===== config.mk =====
export PLATFORM = sky130hd
export DESIGN_NAME = stat_scheduler
export DESIGN_NICKNAME = d
export VERILOG_FILES = /design/src/rtl/stat_scheduler.sv
export SDC_FILE = /design/constraint.sdc
export NUM_CORES = 1
export LEC_CHECK = 0
export ABC_AREA = 1
export BUFFER_PORTS_ARGS = -buffer_cell sky130_fd_sc_hd__buf_4
export CAP_MARGIN = 15
export CORE_MARGIN = 1
export CORE_UTILIZATION = 40
export DETAILED_ROUTE_END_ITERATION = 12
export GPL_TIMING_DRIVEN = 0
export PLACE_DENSITY = 0.55
export SLEW_MARGIN = 5
export SYNTH_ARGS = -nofsm -noshare
export SYNTH_HDL_FRONTEND = slang
export SYNTH_SLANG_ARGS = --single-unit

===== constraint.sdc =====
create_clock -name clk -period 3.5 [get_ports clk]
set_clock_uncertainty 0.05 [all_clocks]
set_input_delay 0.7 -clock clk [delete_from_list [all_inputs] [get_ports clk]]
set_output_delay 0.7 -clock clk [all_outputs]
set_load 0.005 [all_outputs]

===== src/rtl/stat_scheduler.sv =====
// Stat scheduler: decays three 6-bit stats on a prescaled tick and serves switch requests round-robin.
// Optional macro SLEEP_SENSOR_EN enables the SLEEP state driven by the presence sensor.
module stat_scheduler #(
  parameter int unsigned TICK_DIV = 50000000,
  parameter logic [5:0]  STEP     = 6'd4,
  parameter logic [5:0]  DECAY    = 6'd1,
  parameter logic [5:0]  INIT     = 6'd32
) (
  input  logic       clk,
  input  logic       rst,
  input  logic       sw1,
  input  logic       sw2,
  input  logic       sw3,
  input  logic       sensor,
  output logic [5:0] value1,
  output logic [5:0] value2,
  output logic [5:0] value3,
  output logic [2:0] grant,
  output logic [1:0] state,
  output logic       alarm
);

  localparam int unsigned PW = (TICK_DIV > 2) ? $clog2(TICK_DIV) : 1;
  localparam logic [PW-1:0] LAST = PW'(TICK_DIV - 1);

  typedef enum logic [1:0] {
    ST_IDLE  = 2'd0,
    ST_DECAY = 2'd1,
    ST_SERVE = 2'd2,
    ST_SLEEP = 2'd3
  } state_t;

  state_t         state_q, state_d;
  logic [PW-1:0]  presc_q, presc_d;
  logic           tick_q, tick_d;
  logic [2:0]     pending_q, pending_d;
  logic [2:0]     sw_q, sw_d;
  logic [1:0]     ptr_q, ptr_d;
  logic [5:0]     val_q [3];
  logic [5:0]     val_d [3];
  logic [2:0]     grant_q, grant_d;
  logic           alarm_q, alarm_d;

  logic [2:0]     rise, clr, rest;
  logic [1:0]     gidx, cand;
  logic           gfound;
  logic           sleep_req;

`ifdef SLEEP_SENSOR_EN
  assign sleep_req = sensor;
`else
  logic unused_sensor;
  assign unused_sensor = sensor;
  assign sleep_req     = 1'b0;
`endif

  function automatic logic [5:0] sat_add(input logic [5:0] a, input logic [5:0] b);
    logic [6:0] s;
    s = {1'b0, a} + {1'b0, b};
    return s[6] ? 6'd63 : s[5:0];
  endfunction

  function automatic logic [5:0] sat_sub(input logic [5:0] a, input logic [5:0] b);
    logic [6:0] s;
    s = {1'b0, a} - {1'b0, b};
    return s[6] ? 6'd0 : s[5:0];
  endfunction

  function automatic logic [1:0] rr_idx(input logic [1:0] p, input int k);
    int s;
    s = int'(p) + k;
    if (s >= 3) s = s - 3;
    return 2'(s);
  endfunction

  // Round-robin pick: scan from farthest to nearest so the nearest pending bit wins.
  always_comb begin
    gidx   = 2'd0;
    gfound = 1'b0;
    cand   = 2'd0;
    for (int k = 2; k >= 0; k--) begin
      cand = rr_idx(ptr_q, k);
      if (pending_q[cand]) begin
        gidx   = cand;
        gfound = 1'b1;
      end
    end
  end

  always_comb begin
    state_d = state_q;
    presc_d = presc_q;
    tick_d  = tick_q;
    ptr_d   = ptr_q;
    grant_d = 3'b000;
    clr     = 3'b000;
    sw_d    = {sw3, sw2, sw1};
    rise    = sw_d & ~sw_q;
    for (int k = 0; k < 3; k++) val_d[k] = val_q[k];

    case (state_q)
      ST_DECAY: begin
        for (int k = 0; k < 3; k++) val_d[k] = sat_sub(val_q[k], DECAY);
        tick_d = 1'b0;
      end
      ST_SERVE: begin
        if (gfound) begin
          clr[gidx]     = 1'b1;
          grant_d[gidx] = 1'b1;
          val_d[gidx]   = sat_add(val_q[gidx], STEP);
          ptr_d         = (gidx == 2'd2) ? 2'd0 : gidx + 2'd1;
        end
      end
      default: ;
    endcase

    // A tick landing on the DECAY cycle must survive the clear to keep the period exact.
    if (state_q != ST_SLEEP) begin
      if (presc_q == LAST) begin
        presc_d = '0;
        tick_d  = 1'b1;
      end else begin
        presc_d = presc_q + 1'b1;
      end
    end

    rest      = pending_q & ~clr;
    pending_d = rest | rise;

    case (state_q)
      ST_IDLE: begin
        if (sleep_req)              state_d = ST_SLEEP;
        else if (tick_q)            state_d = ST_DECAY;
        else if (pending_q != 3'b0) state_d = ST_SERVE;
      end
      ST_DECAY: begin
        if (sleep_req)              state_d = ST_SLEEP;
        else if (tick_d)            state_d = ST_DECAY;
        else if (pending_q != 3'b0) state_d = ST_SERVE;
        else                        state_d = ST_IDLE;
      end
      ST_SERVE: begin
        if (sleep_req)         state_d = ST_SLEEP;
        else if (tick_q)       state_d = ST_DECAY;
        else if (rest != 3'b0) state_d = ST_SERVE;
        else                   state_d = ST_IDLE;
      end
      default: begin
        if (!sleep_req) state_d = ST_IDLE;
      end
    endcase

    alarm_d = (val_d[0] == 6'd0) || (val_d[1] == 6'd0) || (val_d[2] == 6'd0);
  end

  always_ff @(posedge clk) begin
    if (rst) begin
      state_q   <= ST_IDLE;
      presc_q   <= '0;
      tick_q    <= 1'b0;
      pending_q <= 3'b000;
      sw_q      <= 3'b000;
      ptr_q     <= 2'd0;
      grant_q   <= 3'b000;
      alarm_q   <= 1'b0;
      for (int k = 0; k < 3; k++) val_q[k] <= INIT;
    end else begin
      state_q   <= state_d;
      presc_q   <= presc_d;
      tick_q    <= tick_d;
      pending_q <= pending_d;
      sw_q      <= sw_d;
      ptr_q     <= ptr_d;
      grant_q   <= grant_d;
      alarm_q   <= alarm_d;
      for (int k = 0; k < 3; k++) val_q[k] <= val_d[k];
    end
  end

  assign value1 = val_q[0];
  assign value2 = val_q[1];
  assign value3 = val_q[2];
  assign grant  = grant_q;
  assign state  = state_q;
  assign alarm  = alarm_q;

endmodule


=== After elaboration in Yosys (flattened, before gate mapping) ===
Memory sizes are Yosys's and may differ from the RTL's.
Cells that the tools add are included.

* Register bits after elaboration: 41
* Bits in writable memories: 18
* Input bits: 6
* Output and inout bits: 24
* Word-level logic and storage cells: 102
* Memories: 1

* $add $sub $neg: 11
* Order comparisons: 10
* Equal/unequal tests: 6
* Mux-type cells: 46
* Bitwise gates (word level): 9
* Reduce and logical (&&, ||, !) cells: 11

{| class="wikitable"
|+ Memories
! name !! depth !! bits a word !! read ports !! clocked after Yosys merged registers in !! write ports !! line !! RTL
|-
| val_q || 3 || 6 || 4 || 0 || 3 || 39 || <nowiki>logic [5:0] val_q [3];</nowiki>
|}

{| class="wikitable"
|+ Operator list
! cell !! number
|-
| two-way mux 6 bit || 8
|-
| one-hot mux 18 bit (2 select lines) || 1
|-
| adder 26 x 1 -> 26 bit (second input constant) || 1
|-
| == test 26 bit (second input constant) || 1
|-
| two-way mux 2 bit || 13
|-
| two-way mux 26 bit || 1
|-
| subtractor 6 x 1 -> 7 bit (second input constant) || 3
|-
| bitwise mux 18 bit || 1
|-
| zero test 6 bit || 3
|-
| two-way mux 18 bit || 1
|-
| two-way mux 1 bit || 13
|-
| demux 6 bit (select 2 bit) || 1
|-
| < comparator 2 x 3 -> 1 bit (second input constant) || 4
|-
| adder 6 x 3 -> 7 bit (second input constant) || 1
|-
| bitwise AND 3 bit || 2
|-
| binary-select mux 1 bit (select 2 bit) || 3
|-
| greater-or-equal comparator 3 x 2 -> 1 bit (second input constant) || 2
|-
| two-way mux 3 bit || 2
|-
| NOT 3 bit || 2
|-
| one-hot mux 2 bit (3 select lines) || 1
|-
| nonzero test 3 bit || 2
|-
| subtractor 2 bit (second input constant) || 3
|-
| == test 2 bit (second input constant) || 2
|-
| adder 2 x 1 -> 3 bit (second input constant) || 1
|-
| 17 further kinds || 21
|}

=== Longest topological paths before layout ===
Gate-level depths: netlist of the first run.

* Word-level depth: 20
* Depth in mapped cells: 27
* Mapped depth without buffers: 27

=== Worst setup path before layout of the first run ===
No wires, ideal clock.

* Path kind: register to register
* From: register ptr_q[0]
* To: register alarm_q, in the netlist alarm
* Library setup time: 0.056 ns
* Arrival time: 2.569 ns
* Data required time: 3.394 ns
* Setup slack: 0.825 ns
* Stages on the path, launching flop included: 25
* Path buffers: 2
* Clock period less this slack: 2.675 ns
* Cells stage by stage: dfxtp_1 > inv_1 > ha_1 > inv_2 > nand3_2 > nand2_1 > nand3_1 > nand2_2 > inv_2 > buf_6 > nand4_1 > nand3_2 > ha_1 > nand3_2 > buf_6 > nand3_1 > nand2_1 > nand3_1 > nand2_1 > nand2_1 > nor2_1 > nand2_1 > nand3_1 > nand2_1 > inv_1

* Cells in the longest elaborated chain, start to end: 19
* Elaborated cells between the ends (all ways): 40
* Those cells by class: 6 x add/sub; 5 x order compare; 21 x mux; 1 x bitwise; 6 x reduce/logical; 1 x memory

{| class="wikitable"
|+ RTL lines
! what !! line !! RTL
|-
| start: declaration || 38 || <nowiki>logic [1:0] ptr_q, ptr_d;</nowiki>
|-
| start signal: assignment || 173 || <nowiki>ptr_q <= ptr_d;</nowiki>
|-
| branches (longest 14 deep; another with adder 6 x 3 -> 7 bit) || - ||
|-
| two-way mux 18 bit * || 107 || <nowiki>if (gfound) begin</nowiki>
|-
| one-hot mux 18 bit (2 select lines) * || 101 || <nowiki>case (state_q)</nowiki>
|-
| zero test 6 bit || 153 || <nowiki>alarm_d = (val_d[0] == 6'd0) || (val_d[1] == 6'd0) || (val_d[2] == 6'd0);</nowiki>
|-
| logical OR 1 bit || 153 ||
|-
| logical OR 1 bit * || 153 ||
|-
| end signal: assignment || 175 || <nowiki>alarm_q <= alarm_d;</nowiki>
|-
| end: declaration || 42 || <nowiki>logic alarm_q, alarm_d;</nowiki>
|}

Every way passes the cells marked *. The select of a mux whose other input is x is not followed.
A chain may end at the register's enable or synchronous reset.

=== Worst setup path in the final report of the first run ===
Same ends and word-level chain as after synthesis.

==> impl_metrics.py, run 1 <==
metrics = {
    "outcome": {
        "status": "complete, no violations",
    },
    "cells_and_area": {
        "final_nets": 660,
        "seqCellArea_sq_um": 1180,
        "syn_to_final_growth_pct": 15.1,
        "final_common_cell": "nand2_1",
        "instances_no_fill": 776,
        "num-fill-cells": 1001,
        "stdcell_area_sq_um": 4400,
        "layout_common_cells": "160 x nand2_1, 85 x inv_1, 65 x nor2_1",
        "diodes": 0,
        "drive_above_1_share": 0.117,
        "multi_input_area_sq_um": 2220,
    },
    "die": {
        "num_io_pins": 30,
        "rows": 35,
        "fp.coreArea_sq_um": 9240,
        "start_util": 0.413,
        "die_h_um": 99.7,
        "die-area_sq_um": 9940,
        "chipWidth_um": 99.7,
    },
    "timing": {
        "clock.fmax_mhz": 321,
        "min_period_ps": 3120,
        "drv_slew": 0,
        "setup-violations-final": 0,
        "rsz0062_at_grt": "no",
        "worst_pin_slew_ps": 553,
        "finalCritPeriodShare": 0.890,
        "hold_viol_final": 0,
        "finalSetupTns_ps": 0,
        "relSlewSlack": 0.632,
    },
    "pwr": {
        "powerDensity_nw_per_um2": 842,
        "p_leak_uw": 0.00202,
        "peakVddDrop_mv": 0.274,
    },
    "setup_path": {
        "end_kind": "flop",
        "critPathArrivalTime_ps": 3310,
        "cp_data_required_time_ps": 3690,
        "setup.worst_path.class": "reg -> reg",
        "critPathMaxFanout": 10,
        "worstSetupStartpointType": "flop",
    },
    "place": {
        "placedCellCount": 760,
        "gp_congestion": 0.844,
        "portBuffers": 27,
        "dp_hpwl_mm": 7.99,
        "placed_area_sq_um": 4180,
    },
    "synthesis": {
        "yosys.area.top_type": "dfxtp_1",
        "synth_compound_area_frac": 0.131,
        "synth_top_family_by_area": "simple AND/OR/NAND/NOR gates",
        "syn-num-nets": 622,
        "synthAdderAreaFrac": 0.0393,
        "netlist_area_sq_um": 3820,
        "synthMuxAreaShare": 0,
        "synth_top_area_frac": 0.309,
        "ys_seq_area_frac": 0.309,
        "yosys.area_share.simple": 0.381,
        "synth_xor_area_frac": 0.0298,
        "synth_edf_count": 0,
        "ys_warn_count": 0,
        "async_flop_share": 0,
        "synth_seq_cells": 59,
        "syn_inst": 604,
        "synthFlopType": "dfxtp_1",
        "synth_cell_type_count": 39,
        "synth_top_cells_by_area": "dfxtp_1 31%, nand2_1 16%, inv_1 8.4%, nand3_1 6.6%, nor2_1 6.4%",
        "postSynthAreaPerCell_sq_um": 6.32,
    },
    "global_routing": {
        "antenna_found_initial": 0,
        "grt_max_degree": 11,
        "grt-ovfl-total": 0,
        "grt_pass1_wl_mm": 17.0,
        "grt_use_total": 0.219,
        "grt_pass1_vias": 3624,
    },
    "clock_tree": {
        "numCtsBuffers": 9,
        "clock_latency_ps": 340,
        "clkSlewWorstSetupHoldPaths_ps": 70,
        "cts_buffer_depth": 2,
        "h-tree-depth": 3,
        "cts-root-buf": "clkbuf_8",
        "cts_hold_buf": 0,
        "cts_tree": "done",
        "cts.sinks": 59,
    },
    "route": {
        "route.vias.total": 3864,
        "ant_nets": 0,
        "routed.top_layer": "met4",
        "first_iter_violations": 192,
        "met2_length_mm": 4.94,
        "vias_per_cell": 4.98,
        "first_pass_iters": 5,
        "wl_per_cell_um": 13.3,
        "route.detailed.drc": 0,
        "wl_met3_um": 383,
        "drt-total-wl_mm": 10.3,
        "drt-met1-wl_mm": 4.84,
    },
    "hold_path": {
        "hold_path.class": "reg -> reg",
    },
    "run": {
        "max_cap_violations": 0,
    },
}
-- repair_timing --
| action | CTS | global route |
|---|---|---|
| setup endpoints to repair | 0 | 1 |
| buffers inserted | 0 | 0 |
| resized for setup | 0 | 2 |
-- worst max-delay path, stage by stage, from the launching register on --
cell and delay [ps]:
dfxtp_1 360, inv_1 70, ha_2 370, inv_2 90, nand3_2 90, inv_1 70, a21oi_4 170, nand2_1 70
nand2_1 60, nand2_1 100, nand2_1 100, nand3_1 80, nand3_2 140, ha_2 240, nand3_2 120, buf_6 160
nand3_1 70, nand3_1 60, nand2_1 80, nand2_1 80, nand2_1 90, nor2_1 40, nand2_1 100, nand3_1 80
nand2_1 60, inv_1 30
-- power breakdown --
group / leakage (uW) / switching [uW] / internal [uW] / total (uW)
sequential: 0.000482 / 99.2 / 761 / 860
clock: 0.000103 / 278 / 399 / 677
combinational: 0.00144 / 1430 / 737 / 2170
-- metal layers --
metal / track usage / up-vias
met5: 0 / -
met4: 0.0566 / 0
met3: 0.0464 / 11
met2: 0.381 / 60
met1: 0.274 / 1771
li1: - / 2022
-- through the flow --
stage / total power (uW) / hold slack (ps) / worst slack (ps) / utilization
global placement: 3000 / 366 / 365 / 0.453
detailed placement: 3030 / 372 / 327 / 0.453
floorplan: 2460 / 358 / 825 / -
global route: 4070 / 400 / 32.6 / 0.476
CTS: 3720 / 383 / 299 / 0.475
finish: 3700 / 381 / 384 / 0.476
-- registers in the layout, indices dropped and copies added, names as in the netlist --
signal and count:
tick_q 1, val_q 18, alarm 1, state 2, ptr_q 2, grant 3, sw_q 3, pending_q 3
presc_q 26
-- worst paths after layout --
kind	start	to	slack, ps	cells after the start
hold reg to reg	sw_q[2]	pending_q[2]	380	1
setup / recovery	ptr_q[0]	alarm	380	25
hold / removal	sw_q[2]	pending_q[2]	380	1
setup reg to reg	ptr_q[0]	alarm	380	25
-- cells by family after synthesis --
family | Yosys count
AND/OR/NAND/NOR | 329
AO/OA/AOI/OAI | 86
flip-flops | 59
buffers and inverters | 105
XOR/XNOR | 13
adder cells (fa/ha/maj) | 12
-- area by class of cell --
| cell class | count | share of cell area |
|---|---|---|
| Buffer | 14 | 0.0174 |
| Clock buffer | 11 | 0.0299 |
| Clock inverter | 5 | 0.0176 |
| Inverter | 91 | 0.0780 |
| Multi-Input combinational cell | 440 | 0.506 |
| Sequential cell | 59 | 0.269 |
| Tap cell | 129 | 0.0367 |
| Timing Repair Buffer | 27 | 0.0461 |
-- cell usage after synthesis (all sizes together) (2+ instances only) --
cell type / number
a21oi: 39
a221oi: 2
a31oi: 5
a41oi: 2
buf: 4
clkbuf: 10
dfxtp: 59
ha: 12
inv: 90
nand2: 166
nand3: 59
nand4: 10
nor2: 67
nor3: 19
nor4: 5
o21a: 3
o21ai: 27
o22ai: 5
xnor2: 3
xor2: 10
Note: power is estimated with default switching activity, not from simulation.
==> inputs of run 2 (changes only) <==
--- a/config.mk
+++ b/config.mk
@@ -8,7 +8,6 @@
 export ABC_AREA = 1
 export BUFFER_PORTS_ARGS = -buffer_cell sky130_fd_sc_hd__buf_4
 export CAP_MARGIN = 15
-export CORE_MARGIN = 1
 export CORE_UTILIZATION = 40
 export DETAILED_ROUTE_END_ITERATION = 12
 export GPL_TIMING_DRIVEN = 0
@@ -17,3 +16,4 @@
 export SYNTH_ARGS = -nofsm -noshare
 export SYNTH_HDL_FRONTEND = slang
 export SYNTH_SLANG_ARGS = --single-unit
+export TNS_END_PERCENT = 30
==> constraint.sdc (replaced) <==
create_clock -name clk -period 3.85 [get_ports clk]
set_clock_uncertainty 0.05 [all_clocks]
set_input_delay 0.77 -clock clk [delete_from_list [all_inputs] [get_ports clk]]
set_output_delay 0.77 -clock clk [all_outputs]
set_load 0.005 [all_outputs]
==> run 2 against run 1 <==
Net effect: worst hold slack barely moved; largest power group unchanged; sequential power fell by 9.1%; flip-flop and latch count did not move; largest cell class unchanged.
==> impl_metrics.py, run 2 (synthesis gave the netlist of run 1 again) <==
metrics = {
    "die": {
        "die_h_um": 99.7,
        "num_io_pins": 30,
        "die-area_sq_um": 9940,
        "fp.coreArea_sq_um": 9240,
        "start_util": 0.413,
        "rows": 35,
        "chipWidth_um": 99.7,
    },
    "cells_and_area": {
        "largest_register": "presc_q",
        "syn_to_final_growth_pct": 15.0,
        "final_nets": 660,
        "largest_reg_flops": 26,
        "diodes": 0,
        "drive_above_1_share": 0.114,
        "instances_no_fill": 776,
        "final_common_cell": "nand2_1",
        "largestRegisters": "presc_q (26), val_q (18)",
        "stdcell_area_sq_um": 4390,
        "postLayoutCoreUtil": 0.475,
        "layout_common_cells": "160 x nand2_1, 85 x inv_1, 65 x nor2_1",
    },
    "timing": {
        "finalCritPeriodShare": 0.828,
        "min_period_ps": 3190,
        "relSlewSlack": 0.630,
        "rsz0062_at_grt": "no",
        "drv_slew": 0,
        "clock.fmax_mhz": 314,
        "setup-violations-final": 0,
        "hold_viol_final": 0,
        "finalSetupTns_ps": 0,
        "worst_pin_slew_ps": 554,
        "fin_hold_ws_ps": 381,
    },
    "global_routing": {
        "grt_max_degree": 11,
        "grt.met2_usage": 0.381,
        "grt_use_total": 0.219,
        "antenna_found_initial": 0,
        "grtUsageMet1": 0.274,
        "grt_pass1_vias": 3624,
        "grt-ovfl-total": 0,
        "grt_pass1_wl_mm": 17.0,
        "grt_most_used_layer": "met2",
        "grtUsageMet3": 0.0464,
    },
    "route": {
        "first_iter_violations": 188,
        "wl_per_cell_um": 13.3,
        "vias_per_cell": 4.99,
        "route.vias.total": 3872,
        "drt-total-wl_mm": 10.3,
        "ant_nets": 0,
        "route.detailed.drc": 0,
        "first_pass_iters": 4,
    },
    "setup_path": {
        "cp_data_required_time_ps": 4090,
        "critPathTopFamily": "simple AND/OR/NAND/NOR gates",
        "critPathBufInv": 6,
        "setup.worst_path.class": "reg -> reg",
        "end_kind": "flop",
        "critPathMaxFanout": 10,
        "cp_slowest_cell": "ha_1",
        "worstSetupStartpointType": "flop",
        "crit_chain": "inv_1, ha_1, inv_2, nand3_2, nand2_1, nand3_1, nand2_2, inv_2, buf_6, nand4_1, nand3_2, ha_1, nand3_2, buf_6, nand3_1, nand2_1, nand2_1, nand2_1, nand2_1, nor2_1, nand3_1, nand3_1, nand2_1, inv_1",
        "crit_path_frequent_cell": "nand2_1",
        "critPathArrivalTime_ps": 3430,
        "slowest_delay_ps": 370,
    },
    "place": {
        "placedCellCount": 760,
        "gp_congestion": 0.844,
        "portBuffers": 27,
        "dp_hpwl_mm": 7.99,
        "placed_area_sq_um": 4180,
    },
    "pwr": {
        "powerDensity_nw_per_um2": 765,
        "p_leak_uw": 0.00203,
        "peakVddDrop_mv": 0.249,
    },
    "clock_tree": {
        "post_cts_buffers": 0,
        "cts.sinks": 59,
        "cts_hold_buf": 0,
        "clock_latency_ps": 340,
        "numCtsBuffers": 9,
        "cts-root-buf": "clkbuf_8",
        "ctsResizeCount": 0,
        "cts_buffer_depth": 2,
        "h-tree-depth": 3,
        "clkSlewWorstSetupHoldPaths_ps": 70,
        "cts_tree": "done",
    },
    "hold_path": {
        "hold_path.class": "reg -> reg",
    },
    "outcome": {
        "status": "complete, no violations",
    },
    "run": {
        "max_cap_violations": 0,
    },
}
-- run 2: worst register-to-register path, delay by kind of cell (launching register included) --
kind          cells  cell delay, ps
fa+ha+maj         2             650
buf+inv           6             620
flops             1             360
simple gates     16            1460
-- run 2: final timing paths --
path	from	to	slack [ps]	cells after the start
setup / recovery	ptr_q[0]	alarm	660	24
hold / removal	sw_q[2]	pending_q[2]	380	1
setup reg to reg	ptr_q[0]	alarm	660	24
hold reg to reg	sw_q[2]	pending_q[2]	380	1
-- run 2: final cells by class --
cell class	count	area, sq um
Buffer	14	76.3
Clock buffer	11	131
Clock inverter	5	77.6
Fill cell	1000	4850
Inverter	91	343
Multi-Input combinational cell	440	2220
Sequential cell	59	1180
Tap cell	129	161
Timing Repair Buffer	27	203
-- run 2: per-stage QoR --
| step | setup slack, ps | power (uW) |
|---|---|---|
| floorplan | 1180 | 2240 |
| global placement | 715 | 2730 |
| detailed placement | 677 | 2750 |
| CTS | 649 | 3380 |
| global route | 315 | 3690 |
| finish | 662 | 3360 |
-- run 2: per-layer routing --
layer,wire length (um),part of all wire,up-vias
met5,0,0,-
met4,132,0.013,0
met3,353,0.034,13
met2,4960,0.48,59
met1,4880,0.47,1779
li1,-,-,2021
-- run 2: power breakdown --
part / switching (uW) / leakage (uW) / internal (uW)
Sequential: 90.3 / 0.000482 / 692
Clock: 253 / 0.000103 / 363
Combinational: 1300 / 0.00144 / 664
Total: 1640 / 0.00203 / 1720
